File: config.mk
export PLATFORM = sky130hd
export DESIGN_NAME = iob_2p_assim_mem_rd_ctrl_flat
export DESIGN_NICKNAME = d
export VERILOG_FILES = /design/src/rtl/iob_2p_assim_mem_rd_ctrl_if.sv /design/src/rtl/iob_2p_assim_mem_rd_ctrl.sv /design/src/flat_wrapper.sv
export SDC_FILE = /design/constraint.sdc
export NUM_CORES = 1
export LEC_CHECK = 0
export ABC_CLOCK_PERIOD_IN_PS = 3100
export CAP_MARGIN = 20
export CORE_MARGIN = 3
export CORE_UTILIZATION = 55
export DETAILED_ROUTE_END_ITERATION = 10
export GPL_TIMING_DRIVEN = 0
export PLACE_DENSITY = 0.81
export SYNTH_ARGS = -nofsm -noshare
export SYNTH_HDL_FRONTEND = slang
export SYNTH_SLANG_ARGS = --single-unit
File: constraint.sdc
create_clock -name clk -period 3.1 [get_ports clk]
set_input_delay 0.31 -clock clk [delete_from_list [all_inputs] [get_ports clk]]
set_output_delay 0.31 -clock clk [all_outputs]
set_load 0.005 [all_outputs]
File: src/rtl/iob_2p_assim_mem_rd_ctrl_if.sv
`default_nettype none
// ============================================================================
//  Module      : iob_2p_assim_mem_rd_ctrl_if
//  Description : Control, memory-read and output-stream signals of the
//                streaming memory read controller.
//                slave  = controller view, master = environment view.
//  Revision    : 1.0  initial release
// ============================================================================
interface iob_2p_assim_mem_rd_ctrl_if #(
    parameter int R_DATA_W = 8,
    parameter int R_ADDR_W = 15,
    parameter int LEN_W    = 16
);
    // Transfer control
    logic                start;
    logic [R_ADDR_W-1:0] base_addr;
    logic [LEN_W-1:0]    len;
    logic                busy;
    logic                done;
    // Memory read port
    logic                r_en;
    logic [R_ADDR_W-1:0] r_addr;
    logic [R_DATA_W-1:0] r_data;
    // Output stream
    logic [R_DATA_W-1:0] m_data;
    logic                m_valid;
    logic                m_ready;

    modport slave (
        input  start, base_addr, len, r_data, m_ready,
        output busy, done, r_en, r_addr, m_data, m_valid
    );

    modport master (
        output start, base_addr, len, r_data, m_ready,
        input  busy, done, r_en, r_addr, m_data, m_valid
    );
endinterface
`default_nettype wire

File: src/rtl/iob_2p_assim_mem_rd_ctrl.sv
`default_nettype none
// ============================================================================
//  Module      : iob_2p_assim_mem_rd_ctrl
//  Description : Reads len consecutive words from a 1-cycle-latency memory
//                starting at base_addr and streams them out through a
//                2-entry FIFO with valid/ready flow control.
//  Revision    : 1.0  initial release
// ============================================================================
module iob_2p_assim_mem_rd_ctrl #(
    parameter int R_DATA_W = 8,
    parameter int R_ADDR_W = 15,
    parameter int LEN_W    = 16
) (
    input  logic                        clk,
    input  logic                        rst_n,
    iob_2p_assim_mem_rd_ctrl_if.slave   bus
);

    typedef enum logic [1:0] {
        IDLE  = 2'd0,
        RUN   = 2'd1,
        DRAIN = 2'd2
    } state_t;

    state_t              r_state;
    logic [LEN_W-1:0]    r_len;
    logic [LEN_W-1:0]    r_issued;
    logic [R_ADDR_W-1:0] r_next_addr;
    logic [R_ADDR_W-1:0] r_last_addr;
    logic                r_busy;
    logic                r_done;

    logic                r_inflight;
    logic [1:0]          r_count;
    logic [R_DATA_W-1:0] r_head;
    logic [R_DATA_W-1:0] r_tail;
    logic                r_m_valid;

    logic                w_pop;
    logic                w_push;
    logic [2:0]          w_level;
    logic                w_r_en;
    logic                w_last_issue;
    logic                w_last_beat;
    logic [1:0]          w_count_nxt;

    // Beat leaves the FIFO this cycle; memory data arrives for last cycle's read
    assign w_pop  = r_m_valid & bus.m_ready;
    assign w_push = r_inflight;

    // Slots that will be occupied after this cycle's pop; a pop frees room
    // in the same cycle, which is what sustains one beat per cycle.
    assign w_level = {1'b0, r_count} + {2'b00, r_inflight} - {2'b00, w_pop};

    // Read enable has to see the current pop, so it cannot be registered.
    assign w_r_en       = (r_state == RUN) && (r_issued < r_len) && (w_level < 3'd2);
    assign w_last_issue = w_r_en && ((r_issued + LEN_W'(1)) == r_len);

    // In DRAIN every read is issued; the last beat is the one emptying the FIFO
    assign w_last_beat  = (r_state == DRAIN) && w_pop && (r_count == 2'd1) && !r_inflight;

    assign w_count_nxt  = r_count + {1'b0, w_push} - {1'b0, w_pop};

    // Transfer FSM: accepts start, issues reads, tracks addresses, signals done
    always_ff @(posedge clk or negedge rst_n) begin
        if (!rst_n) begin
            r_state     <= IDLE;
            r_len       <= '0;
            r_issued    <= '0;
            r_next_addr <= '0;
            r_last_addr <= '0;
            r_busy      <= 1'b0;
            r_done      <= 1'b0;
        end else begin
            r_done <= 1'b0;
            case (r_state)
                IDLE: begin
                    if (bus.start) begin
                        r_len       <= bus.len;
                        r_issued    <= '0;
                        r_next_addr <= bus.base_addr;
                        if (bus.len != '0) begin
                            r_state <= RUN;
                            r_busy  <= 1'b1;
                        end else begin
                            r_done  <= 1'b1;
                        end
                    end
                end
                RUN: begin
                    if (w_r_en) begin
                        r_issued    <= r_issued + LEN_W'(1);
                        r_last_addr <= r_next_addr;
                        r_next_addr <= r_next_addr + R_ADDR_W'(1);
                        if (w_last_issue) begin
                            r_state <= DRAIN;
                        end
                    end
                end
                DRAIN: begin
                    if (w_last_beat) begin
                        r_state <= IDLE;
                        r_busy  <= 1'b0;
                        r_done  <= 1'b1;
                    end
                end
                default: begin
                    r_state <= IDLE;
                    r_busy  <= 1'b0;
                end
            endcase
        end
    end

    // Two-entry output FIFO; r_head drives m_data and only moves on a pop
    // or when the FIFO is empty, so m_data is stable while a beat waits.
    always_ff @(posedge clk or negedge rst_n) begin
        if (!rst_n) begin
            r_inflight <= 1'b0;
            r_count    <= 2'd0;
            r_head     <= '0;
            r_tail     <= '0;
            r_m_valid  <= 1'b0;
        end else begin
            r_inflight <= w_r_en;
            r_count    <= w_count_nxt;
            r_m_valid  <= (w_count_nxt != 2'd0);
            if (w_pop) begin
                if (r_count == 2'd2) begin
                    r_head <= r_tail;
                    if (w_push) begin
                        r_tail <= bus.r_data;
                    end
                end else if (w_push) begin
                    r_head <= bus.r_data;
                end
            end else if (w_push) begin
                if (r_count == 2'd0) begin
                    r_head <= bus.r_data;
                end else begin
                    r_tail <= bus.r_data;
                end
            end
        end
    end

    // Address holds the last issued read whenever no read is requested
    assign bus.r_en    = w_r_en;
    assign bus.r_addr  = w_r_en ? r_next_addr : r_last_addr;
    assign bus.busy    = r_busy;
    assign bus.done    = r_done;
    assign bus.m_data  = r_head;
    assign bus.m_valid = r_m_valid;

endmodule
`default_nettype wire

File: src/flat_wrapper.sv
// flat-port wrapper written by rule: the top's interface ports become plain ports
module iob_2p_assim_mem_rd_ctrl_flat 
#(
    parameter int R_DATA_W = 8,
    parameter int R_ADDR_W = 15,
    parameter int LEN_W    = 16
)
  (clk, rst_n, bus_start, bus_base_addr, bus_len, bus_r_data, bus_m_ready, bus_busy, bus_done, bus_r_en, bus_r_addr, bus_m_data, bus_m_valid);
  iob_2p_assim_mem_rd_ctrl_if #(.R_DATA_W(R_DATA_W), .R_ADDR_W(R_ADDR_W), .LEN_W(LEN_W)) bus_i ();
  input  logic clk;
  input  logic rst_n;
  input wire logic [$bits(bus_i.start)-1:0] bus_start;
  input wire logic [$bits(bus_i.base_addr)-1:0] bus_base_addr;
  input wire logic [$bits(bus_i.len)-1:0] bus_len;
  input wire logic [$bits(bus_i.r_data)-1:0] bus_r_data;
  input wire logic [$bits(bus_i.m_ready)-1:0] bus_m_ready;
  output wire logic [$bits(bus_i.busy)-1:0] bus_busy;
  output wire logic [$bits(bus_i.done)-1:0] bus_done;
  output wire logic [$bits(bus_i.r_en)-1:0] bus_r_en;
  output wire logic [$bits(bus_i.r_addr)-1:0] bus_r_addr;
  output wire logic [$bits(bus_i.m_data)-1:0] bus_m_data;
  output wire logic [$bits(bus_i.m_valid)-1:0] bus_m_valid;
  assign bus_i.start = bus_start;
  assign bus_i.base_addr = bus_base_addr;
  assign bus_i.len = bus_len;
  assign bus_i.r_data = bus_r_data;
  assign bus_i.m_ready = bus_m_ready;
  assign bus_busy = bus_i.busy;
  assign bus_done = bus_i.done;
  assign bus_r_en = bus_i.r_en;
  assign bus_r_addr = bus_i.r_addr;
  assign bus_m_data = bus_i.m_data;
  assign bus_m_valid = bus_i.m_valid;
  iob_2p_assim_mem_rd_ctrl #(.R_DATA_W(R_DATA_W), .R_ADDR_W(R_ADDR_W), .LEN_W(LEN_W)) u_core (.clk(clk), .rst_n(rst_n), .bus(bus_i));
endmodule
Word level (Yosys, flattened, before mapping)

Cells that the tools add are included.

Logic and storage cells: 85
Input port bits: 43
Bits in registers: 86

Reductions and logical operators: 21
Bitwise gates (word level): 2
$add $sub $neg: 6
Multiplexer cells: 30
Order comparisons: 2
Equal/unequal tests: 12

Operators by type and width:

| operator                | count |
|---|---|
| $mux W8                 | 9 |
| $mux W15                | 3 |
| $mux W16                | 2 |
| $pmux W16 S2            | 1 |
| $pmux W15 S2            | 1 |
| $add A16 B1 Y16 const B | 1 |
| $eq A16 B16 Y1          | 1 |
| $lt A16 B16 Y1          | 1 |
| $reduce_bool A16 Y1     | 1 |
| $add A15 B1 Y15 const B | 1 |
| $mux W2                 | 5 |
| $ne A2 B1 Y1 const B    | 5 |
| $reduce_bool A2 Y1      | 5 |
| $reduce_and A3 Y1       | 3 |
| $logic_and A1 B1 Y1     | 6 |
| $mux W1                 | 6 |
| $pmux W2 S3             | 1 |
| $reduce_and A5 Y1       | 1 |
| $eq A2 B1 Y1 const B    | 2 |
| $eq A2 B2 Y1 const B    | 2 |
| $logic_not A2 Y1        | 2 |
| $ne A2 B2 Y1 const B    | 2 |
| $reduce_and A4 Y1       | 1 |
| $add A2 B1 Y3           | 1 |
| other kinds (10)        | 10 |

Depth between registers and ports, before layout

Gate-level depths: netlist (run 1).

Depth after elaboration: 8
Mapped depth: 14

Least setup slack after synthesis (run 1)

No wires, ideal clock.

Path type: register to output
From: register u_core.r_inflight
To: output bus_r_addr[10]
Arrival: 2.644 ns
Slack: 0.146 ns
Stages on the path, launching flop included: 12
Path buffers: 1
Required time: 2.790 ns
Path through: dfrtp_1 -> inv_1 -> ha_1 -> ha_1 -> fa_1 -> nor4_2 -> o221ai_1 -> a211o_1 -> clkinv_1 -> buf_1 -> nand2_1 -> nand2_1

Word-level cells in the longest chain between the ends: 5

Ends and longest elaborated chain:

| item                   | line                            | text |
|---|---|---|
| from (decl)            | iob_2p_assim_mem_rd_ctrl.sv:33  | `logic r_inflight;` |
| from (signal assigned) | iob_2p_assim_mem_rd_ctrl.sv:125 | `r_inflight <= w_r_en;` |
| $add A2 B1 Y3          | iob_2p_assim_mem_rd_ctrl.sv:53  | `assign w_level = {1'b0, r_count} + {2'b00, r_inflight} - {2'b00, w_pop};` |
| $sub A3 B1 Y3          | iob_2p_assim_mem_rd_ctrl.sv:53  |  |
| $lt A3 B2 Y1           | iob_2p_assim_mem_rd_ctrl.sv:56  | `assign w_r_en = (r_state == RUN) && (r_issued < r_len) && (w_level < 3'd2);` |
| $logic_and A1 B1 Y1    | iob_2p_assim_mem_rd_ctrl.sv:56  |  |
| named net bus_r_en     | flat_wrapper.sv:19              | `output wire logic [$bits(bus_i.r_en)-1:0] bus_r_en;` |
| $mux W15               | n/a                             |  |
| to (decl)              | flat_wrapper.sv:20              | `output wire logic [$bits(bus_i.r_addr)-1:0] bus_r_addr;` |

The timed path passes the listed nets, and every way through them passes these cells.

Final worst setup path (run 1)

From: register u_core.r_inflight
To: output bus_r_addr[2]

Word-level cells in the longest chain between the ends: 5

Ends and longest elaborated chain:

| item                | line |
|---|---|
| $add A2 B1 Y3       | iob_2p_assim_mem_rd_ctrl.sv:53 |
| $sub A3 B1 Y3       | iob_2p_assim_mem_rd_ctrl.sv:53 |
| $lt A3 B2 Y1        | iob_2p_assim_mem_rd_ctrl.sv:56 |
| $logic_and A1 B1 Y1 | iob_2p_assim_mem_rd_ctrl.sv:56 |
| $mux W15            | n/a |

Every way passes these cells.

==> results of run 1 <==
## Yosys cell counts, drive strengths merged (2+ instances only)
cell type,count
nand2,98
dfrtp,86
o21ai,58
a21oi,41
nor2,35
inv,25
ha,21
xnor2,14
clkbuf,13
nand3,13
nand4,12
buf,11
mux2i,11
mux2,8
nor4,8
xor2,8
o22ai,7
and2,6
nor3,6
o31ai,6
nor2b,4
or3,4
a31oi,3
a211o,2
a211oi,2
a31o,2
a32oi,2
and3,2
nand2b,2
nand3b,2
o211ai,2
o221ai,2
o41ai,2
or2,2
or4,2
## sequential cells by signal, summed over array words and instances, names as in the netlist
register and flops:
u_core.r_tail 8, u_core.bus.done 1, u_core.bus.m_data 8, u_core.r_count 2, u_core.r_issued 16, u_core.r_len 16
u_core.r_inflight 1, u_core.r_last_addr 15, u_core.bus.busy 1, u_core.r_state 2, u_core.r_next_addr 15, u_core.bus.m_valid 1
## power by group
group | internal (W) | total [W] | switching [W] | leakage, nW
combinational | 0.00238 | 0.00480 | 0.00243 | 1.84
clock | 0.000384 | 0.000833 | 0.000449 | 0.102
sequential | 0.00149 | 0.00185 | 0.000360 | 1.04
## final timing paths
check,to,slack [ns],cells past startpoint
max,bus_r_addr[2],-0.49,14
min,u_core.r_len[12],0.40,2
max reg2reg,u_core.r_issued[6],-0.18,12
min reg2reg,u_core.r_last_addr[12],0.49,2
max in group asynchronous,u_core.r_issued[5],2.08,3
min in group clk,u_core.r_last_addr[12],0.49,2
## kinds of logic (layout without fill, tap and decap cells)
logic type / after synthesis / in the layout / share of synthesized area
DFF: 86 / 86 / 0.450
adders and majority gates: 22 / 22 / 0.0591
AOI/OAI and AO/OA: 138 / 138 / 0.168
muxes: 19 / 19 / 0.0419
buffers and inverters: 50 / 165 / 0.0419
xor gates and xnor gates: 22 / 22 / 0.0403
and+or+nand+nor: 200 / 200 / 0.199
## stage by stage
stage / setup TNS, ns / util / instances / setup slack, ns
finish: -7.76 / 0.791 / 757 / -0.493
global route: -11.38 / 0.791 / 757 / -0.596
CTS: -8.37 / 0.755 / 748 / -0.474
detailed placement: -36.01 / 0.675 / 712 / -1.25
global placement: -150.21 / 0.672 / 711 / -1.34
floorplan: 0 / - / 537 / 0.146
## final cells by class
type	instances	area, um2
plain buffers	24	206
clock buffers	9	124
clock inverters	7	80.1
fillers	540	1740
inverters	26	110
multi-input cells	401	2810
flip-flops and latches	86	2150
well taps	105	131
repair buffers	99	983
## layer usage
| metal | share of wire | up-vias |
|---|---|---|
| met2 | 0.49 | 322 |
| li1 | - | 2110 |
| met1 | 0.38 | 2302 |
| met5 | 0 | - |
| met3 | 0.088 | 84 |
| met4 | 0.041 | 0 |
## worst max-delay path, cell delays in order (launching register included)
cell      delay [ns]
dfrtp_1         0.43
inv_2           0.11
ha_4            0.21
ha_4            0.15
fa_1            0.49
nor4_2          0.31
o221ai_1        0.20
a211o_2         0.35
buf_8           0.16
clkinv_8        0.07
buf_8           0.13
buf_6           0.10
nand2_2         0.05
nand2_1         0.06
buf_2           0.11
## what timing repair did
item                                   in CTS  in global routing
setup buffers                              15                  8
endpoints found under the hold margin      23                  0
gates resized for setup                   166                 66
cloned                                      4                  1
setup endpoints to repair                  57                 49
pin swaps                                  26                 22
hold buffers                                1                  0
==> impl_metrics.csv, run 1 <==
group,metric,value,unit
setup_path,end_kind,"output pin",
pwr,power_density,1140,mW/mm2
clocking,cts_made_buffers,9,
timing,maxSlewViolCount,0,
logic_synthesis,synth_top_area_share,0.450,
global_route,met3_usage,0.0526,
route,viasPerCell,6.36,
place,gp_congestion,0.934,
logic_synthesis,syn_avg_cell_area,8.91,um2
cells_and_area,drive_above_1_share,0.258,
cells_and_area,final_cell_mix,"dfrtp_1 (86), nand2_1 (68), clkdlybuf4s50_1 (51)",
global_route,grt-busiest-layer,"met2",
pwr,ir_drop,1.16,mV
setup_path,crit_arrival,3.28,ns
outcome,violations,"setup timing",
clocking,cts_tree,"done",
place,port_buffers,69,
logic_synthesis,syn_inst,537,
global_route,use_met2,0.496,
global_route,grt_max_degree,64,
timing,finalCriticalPeriod,3.59,ns
global_route,grt_antenna_before_repair,0,
floorplan,die_area,0.00985,mm2
global_route,grtUsageMet1,0.384,
timing,layout_setup_ws,-0.493,ns
logic_synthesis,synth-edff-count,0,
clocking,cts.sinks,86,
floorplan,ioPinCount,70,
logic_synthesis,ys_seq_elements,86,
timing,fmax,278,MHz
cells_and_area,areaGrowthSynthToFinish,37.9,%
logic_synthesis,ys_seq_area_frac,0.450,
pwr,power.total,0.00749,W
route,firstDrtPassIters,6,
clocking,clock_latency,0.36,ns
logic_synthesis,synth_top_cell_by_area,"dfrtp_1",
logic_synthesis,synth_area_leaders,"dfrtp_1 (45%), nand2_1 (7.7%), o21ai_0 (6.0%), ha_1 (5.5%), a21oi_1 (4.3%)",
route,antenna_left,0,
logic_synthesis,ys.flop_type,"dfrtp_1",
setup_path,start_kind,"register",
route,drc,0,
run,maxCapViolations,0,
floorplan,core,0.00834,mm2
setup_path,crit_fanout,6,
clocking,cts.htree.levels,3,
clocking,root_buffer,"clkbuf_8",
route,drt_iter0_markers,549,
cells_and_area,final_net_count,712,
timing,slew_headroom,0.535,
logic_synthesis,syn_area,0.00478,mm2
cells_and_area,num_antenna_cells,0,
pwr,p_leak,2.98,nW
timing,finalHoldViolCount,0,
logic_synthesis,synth_cell_types,59,
global_route,grt_pass1_vias,4575,
clocking,cts.path.max_buffers,2,
hold_path,min_path_type,"in2async",
timing,setup_viol,37,
timing,whs,0.396,ns
timing,min_period_over_period,1.16,
outcome,status,"finished with violations",
floorplan,rows,33,
setup_path,required,2.79,ns
timing,fin_worst_skew,0.0151,ns
route,num_vias,4818,
floorplan,initial_core_util,0.573,
logic_synthesis,syn_nets,602,
cells_and_area,layout_commonest_cell,"dfrtp_1",
clocking,clk_pin_slew_worst_paths,0.10,ns
place,hpwl,9.34,mm
floorplan,fp.dieW,99.2,um
floorplan,die_h,99.2,um
global_route,grt_first_pass_wirelength,22.9,mm
logic_synthesis,synthArstFlopShare,1.00,
global_route,grt_usage,0.294,
setup_path,worstSetupPathType,"reg2out",
place,place_area,0.00563,mm2
timing,tightest_slew,0.696,ns
setup_path,r2r_start,"u_core.r_inflight",
logic_synthesis,synth_warnings,0,
timing,rsz0062_at_grt,"true",
setup_path,crit_start,"u_core.r_inflight",
cells_and_area,fin_area,0.00660,mm2
global_route,grt-ovfl-total,0,
route,routed_wl,15.5,mm
route,wl_per_cell,20.5,um
(Power assumes the default switching activity.)
==> run 2: changes to the inputs <==
ABC_AREA = 0   (was unset)
==> results of run 2 <==
Final layout, timing and power as in run 1 (identical DEF).
==> run 3: changes to the inputs <==
SLEW_MARGIN = 40   (was unset)
==> run 3 against run 2 <==
Effect of this change: the run still ends with setup timing left; fmax grew 2.1%; setup slack better by 0.074 ns; power fell by 6.7%; via count decreased by 2.6%; die area did not move; combinational power down 12%; non-clock buffer count fell by 5; sequential power is essentially flat; critical path type unchanged; critical endpoint is now bus_r_addr[8].
==> impl_metrics.csv, run 3 (synthesis results as in run 1) <==
group,metric,value,unit
clocking,cts.htree.levels,3,
clocking,root_buffer,"clkbuf_8",
route,viasPerCell,6.24,
setup_path,start_kind,"register",
timing,min_period_over_period,1.14,
route,antenna_left,0,
route,firstDrtPassIters,5,
cells_and_area,multiInputGateArea,0.00275,mm2
timing,rsz0062_at_grt,"true",
hold_path,min_path_type,"in2async",
floorplan,core,0.00834,mm2
place,gp_congestion,0.934,
setup_path,crit_slowest_cell,"fa_2",
clocking,cts_made_buffers,9,
floorplan,initial_core_util,0.573,
clocking,clk_pin_slew_worst_paths,0.10,ns
outcome,violations,"setup timing",
clocking,cts_tree,"done",
timing,layout_setup_ws,-0.419,ns
cells_and_area,drive_above_1_share,0.240,
timing,fmax,284,MHz
cells_and_area,num_antenna_cells,0,
setup_path,r2r_start,"u_core.r_inflight",
clocking,cts.path.max_buffers,2,
place,pre_cts_slack,-1.27,ns
route,drc,0,
floorplan,ioPinCount,70,
global_route,grt_antenna_before_repair,0,
setup_path,path_cells,"inv_2 > ha_4 > ha_4 > fa_2 > nor4_4 > o221ai_2 > a211o_4 > buf_6 > inv_8 > buf_8 > buf_12 > nand2_4 > nand2_2 > buf_6",
cells_and_area,final_net_count,707,
route,drt_iter0_markers,517,
setup_path,crit_fanout,7,
cells_and_area,layout_commonest_cell,"dfrtp_1",
clocking,clock_latency,0.38,ns
pwr,ir_drop,1.10,mV
floorplan,die_area,0.00985,mm2
cells_and_area,fillers,563,
setup_path,end_kind,"output pin",
clocking,cts.sinks,86,
setup_path,cp_top_family,"adder cells",
cells_and_area,final_cell_mix,"dfrtp_1 (86), nand2_1 (74), clkdlybuf4s50_1 (52)",
route,wl_per_cell,19.3,um
route,num_vias,4694,
floorplan,rows,33,
setup_path,critPathBufInv,6,
global_route,grt_usage,0.279,
floorplan,fp.dieW,99.2,um
floorplan,die_h,99.2,um
pwr,power_density,1080,mW/mm2
timing,finalHoldViolCount,0,
timing,maxSlewViolCount,0,
timing,fin_worst_skew,0.0127,ns
place,port_buffers,69,
setup_path,crit_arrival,3.21,ns
global_route,grt_first_pass_wirelength,21.9,mm
cells_and_area,final_cells,752,
cells_and_area,areaGrowthSynthToFinish,35.2,%
place,hpwl,9.35,mm
timing,slew_headroom,0.503,
cells_and_area,biggestRegsByFlops,"u_core.r_issued (16), u_core.r_len (16)",
pwr,p_leak,2.91,nW
global_route,grt_pass1_vias,4516,
setup_path,worstSetupPathType,"reg2out",
global_route,grt_max_degree,63,
route,routed_wl,14.5,mm
timing,finalCriticalPeriod,3.52,ns
cells_and_area,seq_area,0.00215,mm2
outcome,status,"finished with violations",
timing,whs,0.355,ns
setup_path,required,2.79,ns
run,maxCapViolations,0,
timing,setup_viol,33,
timing,tightest_slew,0.744,ns
setup_path,cp_slowest_stage_delay,0.45,ns
place,dpl.cell_count,712,
setup_path,crit_start,"u_core.r_inflight",
global_route,grt-ovfl-total,0,
[run 3: worst paths after layout]
path                            cells past startpoint  slack (ns)                endpoint
worst min register to register                      2        0.49  u_core.r_last_addr[10]
worst max-delay path                               14       -0.42           bus_r_addr[8]
min in group clk                                    2        0.49  u_core.r_last_addr[10]
worst min-delay path                                2        0.35       u_core.r_count[0]
worst max register to register                     15       -0.19   u_core.r_next_addr[1]
max in group asynchronous                           3        2.14   u_core.r_last_addr[3]
[run 3: stage by stage]
step	utilization	area, um2	TNS [ns]	total power (W)
6_report	0.775	6470	-7.02	0.00699
5_1_grt	0.775	6470	-11.94	0.00736
4_1_cts	0.734	6120	-9.51	0.00605
3_3_place_gp	0.672	5600	-150.21	0.00429
2_1_floorplan	-	4780	0	0.00320
3_5_place_dp	0.675	5630	-36.42	0.00439
[run 3: cell type report]
| cell class | count | area share |
|---|---|---|
| Clock inverter | 7 | 0.0161 |
| Multi-Input combinational cell | 401 | 0.426 |
| Inverter | 26 | 0.0163 |
| Timing Repair Buffer | 94 | 0.141 |
| Buffer | 24 | 0.0286 |
| Sequential cell | 86 | 0.333 |
| Tap cell | 105 | 0.0203 |
| Clock buffer | 9 | 0.0192 |
[run 3: where the power goes]
part	internal, W	total (W)	switching [W]
clock	0.000465	0.000924	0.000459
combinational	0.00209	0.00424	0.00214
sequential	0.00149	0.00183	0.000339
total	0.00405	0.00699	0.00294
[run 3: timing repair]
item | in CTS | in global routing
hold buffers | 1 | 0
pin swaps | 16 | 20
resized for setup | 127 | 77
setup endpoints to repair | 57 | 50
gates cloned | 1 | 1
hold endpoints to repair | 24 | 0
setup buffers | 13 | 8
[run 3: metal layers]
layer  part of all wire  GRT usage  vias to the layer above
met2               0.49      0.459                      261
met5                  0          0                        -
met1               0.40      0.373                     2267
met4              0.035     0.0998                        0
li1                   -          -                     2102
met3              0.072     0.0484                       64
